### config.mk
export PLATFORM = sky130hd
export DESIGN_NAME = div_nbit_seq_flat
export DESIGN_NICKNAME = d
export VERILOG_FILES = /design/src/rtl/div_nbit_seq_if.sv /design/src/rtl/div_nbit_seq.sv /design/src/flat_wrapper.sv
export SDC_FILE = /design/constraint.sdc
export NUM_CORES = 1
export LEC_CHECK = 0
export ABC_AREA = 1
export CAP_MARGIN = 30
export CORE_ASPECT_RATIO = 2
export CORE_MARGIN = 1
export CORE_UTILIZATION = 40
export DETAILED_ROUTE_END_ITERATION = 16
export SLEW_MARGIN = 30
export SYNTH_ARGS = -nofsm -noshare
export SYNTH_HDL_FRONTEND = slang
export SYNTH_SLANG_ARGS = --single-unit
export TNS_END_PERCENT = 5
### constraint.sdc
create_clock -name clk_i -period 2.3 [get_ports clk_i]
set_clock_uncertainty 0.2 [all_clocks]
set_input_delay 0.23 -clock clk_i [delete_from_list [all_inputs] [get_ports clk_i]]
set_output_delay 0.23 -clock clk_i [all_outputs]
set_load 0.03 [all_outputs]
### src/rtl/div_nbit_seq_if.sv
// Request/result bundle for the sequential divider.
// The requester drives start_i/N/D; the divider returns Q/R and its status flags.
interface div_nbit_seq_if #(
   parameter int DATA_WIDTH = 8
);
   logic                      start_i;
   logic [2*DATA_WIDTH-1:0]   N;
   logic [DATA_WIDTH-1:0]     D;
   logic [DATA_WIDTH-1:0]     Q;
   logic [DATA_WIDTH-1:0]     R;
   logic                      valid_o;
   logic                      busy_o;
   logic                      dz_o;
   logic                      ovf_o;

   modport master (
      output start_i, N, D,
      input  Q, R, valid_o, busy_o, dz_o, ovf_o
   );

   modport slave (
      input  start_i, N, D,
      output Q, R, valid_o, busy_o, dz_o, ovf_o
   );
endinterface

### src/rtl/div_nbit_seq.sv
// Restoring unsigned divider: a 2W-bit dividend over a W-bit divisor, one quotient bit per clock.
// Divide-by-zero and quotient overflow are resolved on the accepting edge without iterating.
//
// state | meaning
// IDLE  | waiting for start_i
// CALC  | iterating one restoring step per edge, busy_o=1
// DONE  | single cycle, valid_o=1, a new start_i may be accepted

module addsub_nbit #(
   parameter int WIDTH = 8
) (
   input  logic [WIDTH-1:0] a_i,
   input  logic [WIDTH-1:0] b_i,
   input  logic             add_sub,
   output logic [WIDTH-1:0] sum_o,
   output logic             carry_o
);
   logic [WIDTH-1:0] b_eff;

   assign b_eff = b_i ^ {WIDTH{add_sub}};
   assign {carry_o, sum_o} = {1'b0, a_i} + {1'b0, b_eff} + {{WIDTH{1'b0}}, add_sub};
endmodule

module div_nbit_seq #(
   parameter int DATA_WIDTH = 8
) (
   input  logic          clk_i,
   input  logic          rst_ni,
   div_nbit_seq_if.slave bus
);
   localparam int W  = DATA_WIDTH;
   localparam int CW = (W > 1) ? $clog2(W) : 1;

   typedef enum logic [1:0] {
      IDLE = 2'd0,
      CALC = 2'd1,
      DONE = 2'd2
   } state_t;

   state_t         state_q;
   state_t         state_d;
   logic [W-1:0]   rem_q;
   logic [W-1:0]   sreg_q;
   logic [W-1:0]   d_q;
   logic [CW-1:0]  cnt_q;

   logic           accept;
   logic           is_zero;
   logic           is_ovf;
   logic           last_step;
   logic [W:0]     t;
   logic [W-1:0]   diff;
   logic           no_borrow;
   logic           take;
   logic [W-1:0]   q_next;
   logic [W-1:0]   rem_next;

   assign is_zero   = (bus.D == '0);
   assign is_ovf    = !is_zero && (bus.N[2*W-1:W] >= bus.D);
   assign last_step = (cnt_q == CW'(W - 1));

   // The dividend shift register fills with quotient bits from the LSB as dividend bits leave the MSB.
   assign t = {rem_q, sreg_q[W-1]};

   addsub_nbit #(.WIDTH(W)) u_sub (
      .a_i     (t[W-1:0]),
      .b_i     (d_q),
      .add_sub (1'b1),
      .sum_o   (diff),
      .carry_o (no_borrow)
   );

   // With t[W] set, t exceeds D and the low W bits of the difference are still exact since rem < D.
   assign take     = t[W] | no_borrow;
   assign rem_next = take ? diff : t[W-1:0];
   assign q_next   = {sreg_q[W-2:0], take};

   always_ff @(posedge clk_i or negedge rst_ni) begin
      if (!rst_ni) begin
         state_q <= IDLE;
      end else begin
         state_q <= state_d;
      end
   end

   always_comb begin
      state_d = state_q;
      accept  = 1'b0;
      case (state_q)
         IDLE, DONE: begin
            if (bus.start_i) begin
               accept  = 1'b1;
               state_d = (is_zero || is_ovf) ? DONE : CALC;
            end else begin
               state_d = IDLE;
            end
         end
         CALC: begin
            if (last_step) begin
               state_d = DONE;
            end
         end
         default: state_d = IDLE;
      endcase
   end

   assign bus.busy_o  = (state_q == CALC);
   assign bus.valid_o = (state_q == DONE);

   always_ff @(posedge clk_i or negedge rst_ni) begin
      if (!rst_ni) begin
         rem_q     <= '0;
         sreg_q    <= '0;
         d_q       <= '0;
         cnt_q     <= '0;
         bus.Q     <= '0;
         bus.R     <= '0;
         bus.dz_o  <= 1'b0;
         bus.ovf_o <= 1'b0;
      end else if (accept) begin
         if (is_zero) begin
            bus.Q     <= '1;
            bus.R     <= bus.N[W-1:0];
            bus.dz_o  <= 1'b1;
            bus.ovf_o <= 1'b0;
         end else if (is_ovf) begin
            bus.Q     <= '1;
            bus.R     <= '0;
            bus.dz_o  <= 1'b0;
            bus.ovf_o <= 1'b1;
         end else begin
            rem_q  <= bus.N[2*W-1:W];
            sreg_q <= bus.N[W-1:0];
            d_q    <= bus.D;
            cnt_q  <= '0;
         end
      end else if (state_q == CALC) begin
         rem_q  <= rem_next;
         sreg_q <= q_next;
         cnt_q  <= cnt_q + CW'(1);
         if (last_step) begin
            bus.Q     <= q_next;
            bus.R     <= rem_next;
            bus.dz_o  <= 1'b0;
            bus.ovf_o <= 1'b0;
         end
      end
   end
endmodule

### src/flat_wrapper.sv
// flat-port wrapper written by rule: the top's interface ports become plain ports
module div_nbit_seq_flat 
#(
   parameter int DATA_WIDTH = 8
)
  (clk_i, rst_ni, bus_start_i, bus_N, bus_D, bus_Q, bus_R, bus_valid_o, bus_busy_o, bus_dz_o, bus_ovf_o);
  div_nbit_seq_if #(.DATA_WIDTH(DATA_WIDTH)) bus_i ();
  input  logic clk_i;
  input  logic rst_ni;
  input wire logic [$bits(bus_i.start_i)-1:0] bus_start_i;
  input wire logic [$bits(bus_i.N)-1:0] bus_N;
  input wire logic [$bits(bus_i.D)-1:0] bus_D;
  output wire logic [$bits(bus_i.Q)-1:0] bus_Q;
  output wire logic [$bits(bus_i.R)-1:0] bus_R;
  output wire logic [$bits(bus_i.valid_o)-1:0] bus_valid_o;
  output wire logic [$bits(bus_i.busy_o)-1:0] bus_busy_o;
  output wire logic [$bits(bus_i.dz_o)-1:0] bus_dz_o;
  output wire logic [$bits(bus_i.ovf_o)-1:0] bus_ovf_o;
  assign bus_i.start_i = bus_start_i;
  assign bus_i.N = bus_N;
  assign bus_i.D = bus_D;
  assign bus_Q = bus_i.Q;
  assign bus_R = bus_i.R;
  assign bus_valid_o = bus_i.valid_o;
  assign bus_busy_o = bus_i.busy_o;
  assign bus_dz_o = bus_i.dz_o;
  assign bus_ovf_o = bus_i.ovf_o;
  div_nbit_seq #(.DATA_WIDTH(DATA_WIDTH)) u_core (.clk_i(clk_i), .rst_ni(rst_ni), .bus(bus_i));
endmodule
==> metrics.csv <==
metric,value,unit
area_growth_syn_to_layout,29.7,%
max-clock-path-buffers,2,
cts.clk_slew.worst_paths,0.06,ns
die_area,0.00785,mm^2
grt_max_degree,25,
tightestPinTransition,0.757,ns
timing.critical_path.buf_inv,3,
pin_count,47,
async_flop_share,100,%
rsz_0062_raised_after_global_routing,true,
postSynthRegisterBits,47,
cts_htree_levels,2,
number_of_buffers_inserted_during_clock_tree_synthesis,5,
avgSynthCellArea,7.25,um^2
die_height,124,um
leakagePower,2.08,nW
routabilityCongestion,0.859,
clockRootBuffer,clkbuf_16,
grt_pass1_vias,3044,
grt_antenna_before_repair,0,
core_area,0.00727,mm^2
cts_tree,done,
drtIter0Drc,171,
setup-tns-final,0,ns
layout.cells.most_common,nand2_1,
netlist_top_cells_area,"dfrtp_1 (39%), nand2_1 (19%), nand3_1 (13%), ha_1 (7.5%), inv_1 (6.1%)",
holdCritPathClass,in -> async,
routed_via_density,5.12,
finalWorstPathRequiredPeriod,2.19,ns
ys_seq_area_share,39.3,%
report.final.hold_viol_count,0,
crit_path_frequent_cell,nand2_1,
std_cell_rows,44,
main_synth_ff_type,dfrtp_1,
cp_data_required_time,2.33,ns
routed-via-count,2926,
tritoncts_num_sinks,47,
timing_max_transition_violations_final,0,
synth.net_count,459,
result_of_the_run,finished clean,
worst-endpoint-arrival,2.22,ns
synth_cells,413,
drc,0,
critical_path.max_fanout,5,
cpLargestDelayFamily,adder cells,
ys_warn_count,0,
grt_first_pass_wirelength,14000,um
setup.worst_path.end_class,flip-flop,
max_cap_violations,0,
grt.total_usage,23.6,%
routed_wire_length_per_instance,14.8,um
maxClockFrequency,457,MHz
cell_chain_of_the_critical_path,ha_2 -> fa_2 -> inv_1 -> nand2_1 -> nand2_1 -> nand3_2 -> nand2_1 -> nand2_2 -> buf_4 -> buf_4 -> o21ai_0 -> nand2_1 -> nand2_1,
power_density,1500,mW/mm^2
antenna_violating_nets_post_route,0,
detailedRoute.firstPassIterationCount,5,
mappedNetlistArea,0.00299,mm^2
number_of_enable_type_register_cells_in_the_synthesized_netlist,0,
max_vdd_drop,514,uV
setup.worst_path.class,reg -> reg,
finalPower,5.83,mW
clock_latency_on_the_worst_skew_pair,0.29,ns
dp_hpwl,6460,um
setup_viol_count_final,0,
mostFrequentLayoutCells,"nand2_1 (147), nand3_1 (75), inv_1 (49)",
crit_path_max_incr_delay,0.38,ns
grt_overflow,0,
synthDominantCellAreaShare,39.3,%
diodes,0,
detail_route.wirelength,8430,um
nNetsFinal,525,
critPathLaunchType,flip-flop,
synth_cell_type_count,31,
maxSlewHeadroom,49.5,%
finalCritPeriodShare,95.2,%
die-width,63.2,um
area_leader_netlist,dfrtp_1,
layout-drive-gt1-share,11.1,%
port_buffers,46,
slowest_stage,dfrtp_1,
floorplan.initialDensity,41.2,%
-- through the flow --
step	setup WS, ns	instances	instance area [um^2]	hold slack [ns]	utilization [%]
after CTS	0.0458	571	3870	0.187	53.3
after global routing	-0.0137	571	3880	0.230	53.4
after detailed placement	-0.201	563	3710	-0.0381	51.1
after global placement	-0.172	563	3710	-0.0412	51.1
final	0.110	571	3880	0.192	53.4
after floorplan	0.203	413	2990	-0.266	-
-- path summary, 6_finish.rpt --
check	startpoint	to	slack (ns)	cells past startpoint
worst max-delay path	u_core.d_q[0]$_DFFE_PN0P_	u_core.sreg_q[0]$_DFFE_PN0P_	0.11	13
worst min-delay path	rst_ni	u_core.bus.Q[1]$_DFFE_PN0P_	0.19	2
worst max register to register	u_core.d_q[0]$_DFFE_PN0P_	u_core.sreg_q[0]$_DFFE_PN0P_	0.11	13
worst min register to register	u_core.d_q[2]$_DFFE_PN0P_	u_core.d_q[2]$_DFFE_PN0P_	0.29	2
max in group asynchronous	rst_ni	u_core.d_q[3]$_DFFE_PN0P_	1.11	3
min in group clk_i	u_core.d_q[2]$_DFFE_PN0P_	u_core.d_q[2]$_DFFE_PN0P_	0.29	2
-- metal layers --
layer / global-route usage, % / up-vias / share of wire [%]
li1: - / 1446 / -
met1: 24.5 / 1381 / 37
met2: 43.5 / 79 / 56
met3: 2.66 / 20 / 3.0
met4: 14.4 / 0 / 3.8
met5: 0 / - / 0
-- what timing repair did --
| item | in CTS | in global routing |
|---|---|---|
| endpoints found under the setup margin | 1 | 20 |
| gates resized for setup | 2 | 3 |
| endpoints found under the hold margin | 14 | 0 |
| hold buffers | 1 | 0 |
| setup buffers | 0 | 0 |
-- cell families (layout without fill, tap and decap cells) --
logic type	after synthesis	count (layout)	share of synthesized area, %
adders and majority gates	19	19	8.19
buffers and inverters	65	131	9.24
DFF	47	47	39.3
AOI/OAI and AO/OA	25	25	4.26
and+or+nand+nor	254	254	38.1
xor gates and xnor gates	3	3	0.878
-- where the power goes --
group | leakage, nW | switching [mW] | total, mW | internal [mW]
Sequential | 0.593 | 0.237 | 1.44 | 1.20
Combinational | 1.41 | 2.20 | 3.65 | 1.45
Clock | 0.0727 | 0.314 | 0.740 | 0.425
Total | 2.08 | 2.75 | 5.83 | 3.08
-- worst reg2reg max path, cell delays in order (launching register included) --
cell     delay, ns
dfrtp_1       0.38
ha_2          0.20
fa_2          0.34
inv_1         0.06
nand2_1       0.04
nand2_1       0.08
nand3_2       0.09
nand2_1       0.08
nand2_2       0.08
buf_4         0.17
buf_4         0.13
o21ai_0       0.14
nand2_1       0.08
nand2_1       0.07
-- cell type report --
type                       instances  area, um^2
multi-input combinational        301        1560
tap                               92         115
clock buffer                       6         139
fill                             729        3380
inverter                          51         193
clock inverter                     1        5.00
timing repair buffer              73         698
sequential                        47        1180
-- synth_stat cells, drive strengths merged, types with 2 or more instances --
master,count
nand3,78
o21ai,19
ha,18
inv,50
buf,8
dfrtp,47
a21oi,5
nand4,2
nand2,154
clkbuf,6
xnor2,2
nor2,16
nor3,2
-- state kept, by name (all words and copies together), names as in the netlist --
name and flops:
u_core.bus.R 8, u_core.bus.Q 8, u_core.rem_q 8, u_core.bus.dz_o 1
u_core.cnt_q 3, u_core.d_q 8, u_core.state_q 2, u_core.bus.ovf_o 1
u_core.sreg_q 8
(Power assumes the default switching activity.)
